$ cat src/rtl/uart_pkg.sv
// uart_pkg: receiver FSM states and oversampling ratio shared by the UART receive blocks.
package uart_pkg;
  localparam int OVERSAMPLE = 16;
  typedef enum logic [1:0] {IDLE, START, DATA, STOP} etat_e;
endpackage

$ cat src/rtl/generateur_tick.sv
// generateur_tick: free-running one-cycle tick every DIV clocks.
module generateur_tick #(
  parameter int DIV = 1
) (
  input  logic clk,
  input  logic reset,
  output logic tick_o
);
  localparam int W = DIV > 1 ? $clog2(DIV) : 1;
  logic [W-1:0] cnt_q, cnt_d;
  always_comb begin
    tick_o = cnt_q == W'(DIV - 1);
    cnt_d  = tick_o ? '0 : cnt_q + 1'b1;
  end
  always_ff @(posedge clk or posedge reset)
    if (reset) cnt_q <= '0;
    else cnt_q <= cnt_d;
endmodule

$ cat src/rtl/recepteur_uart.sv
// recepteur_uart: 8N1 UART receiver with 16x oversampling, read handshake and overrun/framing flags.
module recepteur_uart
  import uart_pkg::*;
#(
  parameter int CLK_HZ = 40_000_000,
  parameter int BAUD   = 115200
) (
  input  logic       clk,
  input  logic       reset,
  input  logic       rx,
  input  logic       data_lu,
  output logic [7:0] data_out,
  output logic       data_valide,
  output logic       depassement,
  output logic       erreur_trame
);
  localparam int DIV_RAW = CLK_HZ / (BAUD * OVERSAMPLE);
  localparam int DIV     = DIV_RAW < 1 ? 1 : DIV_RAW;
  logic       tick, rx_s, last, charge, mauvais;
  logic [1:0] sync_q;
  etat_e      etat_q, etat_d;
  logic [3:0] cnt_q, cnt_d;
  logic [2:0] idx_q, idx_d;
  logic [7:0] sh_q, sh_d, data_q, data_d;
  logic       valid_q, valid_d, dep_q, dep_d, err_q, stop_err_q, stop_err_d;
  generateur_tick #(.DIV(DIV)) u_tick (
    .clk   (clk),
    .reset (reset),
    .tick_o(tick)
  );
  assign rx_s = sync_q[1];
  assign last = tick && cnt_q == 4'(OVERSAMPLE - 1);
  always_comb begin
    etat_d     = etat_q;
    cnt_d      = cnt_q;
    idx_d      = idx_q;
    sh_d       = sh_q;
    stop_err_d = stop_err_q;
    charge     = 1'b0;
    mauvais    = 1'b0;
    case (etat_q)
      IDLE: if (!rx_s) begin
        etat_d = START;
        cnt_d  = '0;
      end
      START: if (tick) begin
        if (cnt_q == 4'(OVERSAMPLE / 2 - 1)) begin
          etat_d = rx_s ? IDLE : DATA;
          cnt_d  = '0;
          idx_d  = '0;
        end else cnt_d = cnt_q + 4'd1;
      end
      DATA: if (tick) begin
        cnt_d = cnt_q + 4'd1;
        if (last) begin
          sh_d[idx_q] = rx_s;
          idx_d       = idx_q + 3'd1;
          if (idx_q == 3'd7) etat_d = STOP;
        end
      end
      STOP: if (stop_err_q) begin
        // Bad stop bit: hold here until the line is released high again.
        if (rx_s) begin
          etat_d     = IDLE;
          stop_err_d = 1'b0;
        end
      end else if (tick) begin
        cnt_d = cnt_q + 4'd1;
        if (last) begin
          charge     = rx_s;
          mauvais    = !rx_s;
          stop_err_d = !rx_s;
          etat_d     = rx_s ? IDLE : STOP;
        end
      end
      default: etat_d = IDLE;
    endcase
    valid_d = charge | (valid_q & ~data_lu);
    dep_d   = dep_q | (charge & valid_q & ~data_lu);
    data_d  = charge ? sh_q : data_q;
  end
  always_ff @(posedge clk or posedge reset)
    if (reset) begin
      sync_q     <= 2'b11;
      etat_q     <= IDLE;
      cnt_q      <= '0;
      idx_q      <= '0;
      sh_q       <= '0;
      data_q     <= '0;
      valid_q    <= 1'b0;
      dep_q      <= 1'b0;
      err_q      <= 1'b0;
      stop_err_q <= 1'b0;
    end else begin
      sync_q     <= {sync_q[0], rx};
      etat_q     <= etat_d;
      cnt_q      <= cnt_d;
      idx_q      <= idx_d;
      sh_q       <= sh_d;
      data_q     <= data_d;
      valid_q    <= valid_d;
      dep_q      <= dep_d;
      err_q      <= mauvais;
      stop_err_q <= stop_err_d;
    end
  assign data_out     = data_q;
  assign data_valide  = valid_q;
  assign depassement  = dep_q;
  assign erreur_trame = err_q;
endmodule

$ cat config.mk
export PLATFORM = sky130hd
export DESIGN_NAME = recepteur_uart
export DESIGN_NICKNAME = d
export VERILOG_FILES = /design/src/rtl/uart_pkg.sv /design/src/rtl/generateur_tick.sv /design/src/rtl/recepteur_uart.sv
export SDC_FILE = /design/constraint.sdc
export NUM_CORES = 1
export LEC_CHECK = 0
export CAP_MARGIN = 20
export CELL_PAD_IN_SITES_DETAIL_PLACEMENT = 0
export CELL_PAD_IN_SITES_GLOBAL_PLACEMENT = 1
export CORE_AREA = 2 2 73 75
export CTS_BUF_LIST = sky130_fd_sc_hd__clkbuf_8
export DETAILED_ROUTE_END_ITERATION = 6
export DIE_AREA = 0 0 75 77
export PLACE_DENSITY_LB_ADDON = 0.1
export SLEW_MARGIN = 10
export SYNTH_ARGS = -nofsm -noshare
export SYNTH_HDL_FRONTEND = slang
export SYNTH_HIERARCHICAL = 1
export SYNTH_SLANG_ARGS = --single-unit
$ cat constraint.sdc
create_clock -name clk -period 6.85 [get_ports clk]
set_clock_uncertainty 0.2 [all_clocks]
set_input_delay 1.37 -clock clk [delete_from_list [all_inputs] [get_ports clk]]
set_output_delay 1.37 -clock clk [all_outputs]
set_load 0.02 [all_outputs]
==> impl_metrics.env <==
export IMPL_cts_resized=0
export IMPL_vias_per_cell=4.97
export IMPL_synth_xor_area_frac=0
export IMPL_hold_viol=0
export IMPL_seq_area_frac_synth=0.519
export IMPL_muxShareOfSynthArea=0.119
export IMPL_maxSlewHeadroom=0.535
export IMPL_nets=171
export IMPL_pwr_share_seq=0.536
export IMPL_fp_dieW_um=75
export IMPL_p_int_uw=322
export IMPL_grt_max_degree=32
export IMPL_dp_slack_ns=4.18
export IMPL_numPortBuffers=14
export IMPL_cpMaxStageDelayCell="clkdlybuf4s50_1"
export IMPL_crit_chain="clkdlybuf4s50_1"
export IMPL_setup_viol=0
export IMPL_path_max_fanout=3
export IMPL_p_per_area_nw_per_um2=197
export IMPL_cts_tree="done"
export IMPL_ir_drop_v=0.0000741
export IMPL_dominantRegCellSynth="dfrtp_1"
export IMPL_wirelength_um=3090
export IMPL_postCtsHoldBufs=0
export IMPL_setup_slack_ns=4.02
export IMPL_clockBufferDepth=2
export IMPL_synth_top_cell_area_share=0.489
export IMPL_wire_per_inst_um=13.3
export IMPL_io_pin_count=15
export IMPL_drtAntennaViolNets=0
export IMPL_track_usage=0.128
export IMPL_synthAdderAreaFrac=0.0359
export IMPL_cts_root_buf="clkbuf_8"
export IMPL_critPathKind="reg2out"
export IMPL_ys_async_sr_fraction=1.00
export IMPL_synth_edf_count=0
export IMPL_power_switching_uw=79.3
export IMPL_synth_largest_area_cell="dfrtp_1"
export IMPL_crit_buf_inv=1
export IMPL_first_pass_iters=4
export IMPL_synthesis_instances=148
export IMPL_comb_power_share=0.017
export IMPL_p_leak_uw=0.000923
export IMPL_clk_pin_slew_worst_paths_ns=0.07
export IMPL_synthSimpleGateAreaFrac=0.183
export IMPL_setup_tns_ns=0
export IMPL_grt_pass1_vias=1118
export IMPL_grt_pass1_wl_um=5640
export IMPL_finalCritPeriodShare=0.414
export IMPL_final_max_slew_viol_count=0
export IMPL_netlist_top_cells_count="dfrtp_1, mux2_2, nor2_1, a21oi_1, inv_1"
export IMPL_antenna_found_initial=0
export IMPL_syn_area_sq_um=1740
export IMPL_rsz0062_at_grt="false"
export IMPL_synth_area_top_cells="dfrtp_1, mux2_2, ha_1"
export IMPL_hold_path_class="reg2reg"
export IMPL_synth_top_family_by_area="simple AND/OR/NAND/NOR gates"
export IMPL_clk_insertion_delay_late_ns=0.28
export IMPL_drc=0
export IMPL_clkPwrFrac=0.447
export IMPL_synth_cell_types=47
export IMPL_ys_warnings_count=6
export IMPL_cp_arrival_ns=1.26
export IMPL_outcome="finished clean"
export IMPL_tightestPinTransition_ns=0.695
export IMPL_cp_top_family="buffers and inverters"
export IMPL_slowest_delay_ns=0.61
export IMPL_cts_buffers=5
export IMPL_gr_total_overflow=0
export IMPL_drive_gt1_frac=0.221
export IMPL_routabilityCongestion=0.705
export IMPL_cap_violations=0
export IMPL_cts_sinks=36
export IMPL_htreeDepth=2
export IMPL_core_area_sq_um=4980
export IMPL_postCtsSetupRepairBufs=0
export IMPL_place_detailed_hpwl_um=2150
export IMPL_synth_net_count=157
export IMPL_critPathCaptureType="output pin"
export IMPL_fmax_ghz=0.353
export IMPL_die_h_um=77
export IMPL_synth_compound_area_frac=0.106
export IMPL_ys_seq_elements=36
export IMPL_diodes=0
export IMPL_layout_area_overhead_vs_synth_pct=17.3
export IMPL_syn_avg_cell_area_sq_um=11.8
export IMPL_startpoint_type="flop"
export IMPL_die_area_sq_um=5780
export IMPL_fillers=483
export IMPL_vias=1159
export IMPL_finalWorstPathRequiredPeriod_ns=2.83
export IMPL_crit_required_ns=5.28
export IMPL_swShare=0.197
export IMPL_drt_iter0_drc=69
export IMPL_start_util=0.350
export IMPL_rows=26
export IMPL_synth_most_common_cell="dfrtp_1"
## through the flow
step | std cells | util | power (uW) | hold slack, ns | area, sq um
floorplan | 148 | - | 222 | 0.145 | 1740
global placement | 225 | 0.388 | 226 | 0.147 | 1930
detailed placement | 225 | 0.388 | 226 | 0.147 | 1930
CTS | 233 | 0.410 | 408 | 0.163 | 2040
global route | 233 | 0.410 | 424 | 0.167 | 2040
finish | 233 | 0.410 | 402 | 0.160 | 2040
## area by class of cell
class / instances / area (sq um) / area share
Sequential cell: 36 / 903 / 0.443
Tap cell: 70 / 87.6 / 0.0429
Clock inverter: 3 / 38.8 / 0.0190
Timing Repair Buffer: 15 / 148 / 0.0723
Clock buffer: 5 / 68.8 / 0.0337
Multi-Input combinational cell: 98 / 772 / 0.378
Inverter: 6 / 22.5 / 0.0110
## path summary, 6_finish.rpt
check	end	start	depth (start not counted)	slack (ns)
min in group asynchronous	u_tick/cnt_q[2]	reset	2	1.11
max	data_valide	data_valide	1	4.02
max reg2reg	data_out[5]	u_tick/cnt_q[0]	7	4.18
max in group asynchronous	sync_q[1]	reset	3	4.82
min reg2reg	sync_q[1]	sync_q[0]	0	0.16
min	sync_q[1]	sync_q[0]	0	0.16
## layout by cell type (no fill, tap or decap), types with 3 or more instances in the layout
cell	n
inv_1	7
dfrtp_1	34
clkdlybuf4s50_1	14
nor3_1	3
o21ai_0	3
a21oi_1	6
mux2_2	17
nor4_1	3
clkbuf_8	5
nor2_1	12
nand3b_1	5
ha_1	5
nand2_1	4
nand3_1	3
## power groups by stage
stage | Sequential (uW) | Clock [uW] | Combinational (uW)
2_1_floorplan | 218 | 0 | 4.32
3_3_place_gp | 219 | 0 | 7.18
3_5_place_dp | 219 | 0 | 7.31
4_1_cts | 215 | 185 | 7.29
5_1_grt | 215 | 200 | 8.14
6_report | 215 | 180 | 6.90
## sequential cells by signal, indices dropped and copies added, names as in the netlist
register	count
cnt_q	4
data_out	8
data_valide	1
depassement	1
erreur_trame	1
etat_q	2
idx_q	3
sh_q	8
stop_err_q	1
sync_q	2
u_tick/cnt_q	5
## layer usage
metal	wire length, um	track usage	vias up
li1	-	-	560
met1	1580	0.189	572
met2	1340	0.174	20
met3	122	0.0447	7
met4	51	0.0429	0
met5	0	0	-
## logic make-up after synthesis
logic type | after synthesis
compound gates | 26
flops | 36
simple gates | 49
mux | 18
buf+inv | 14
fa+ha+maj | 5
Power figures use the tool's default switching activity.
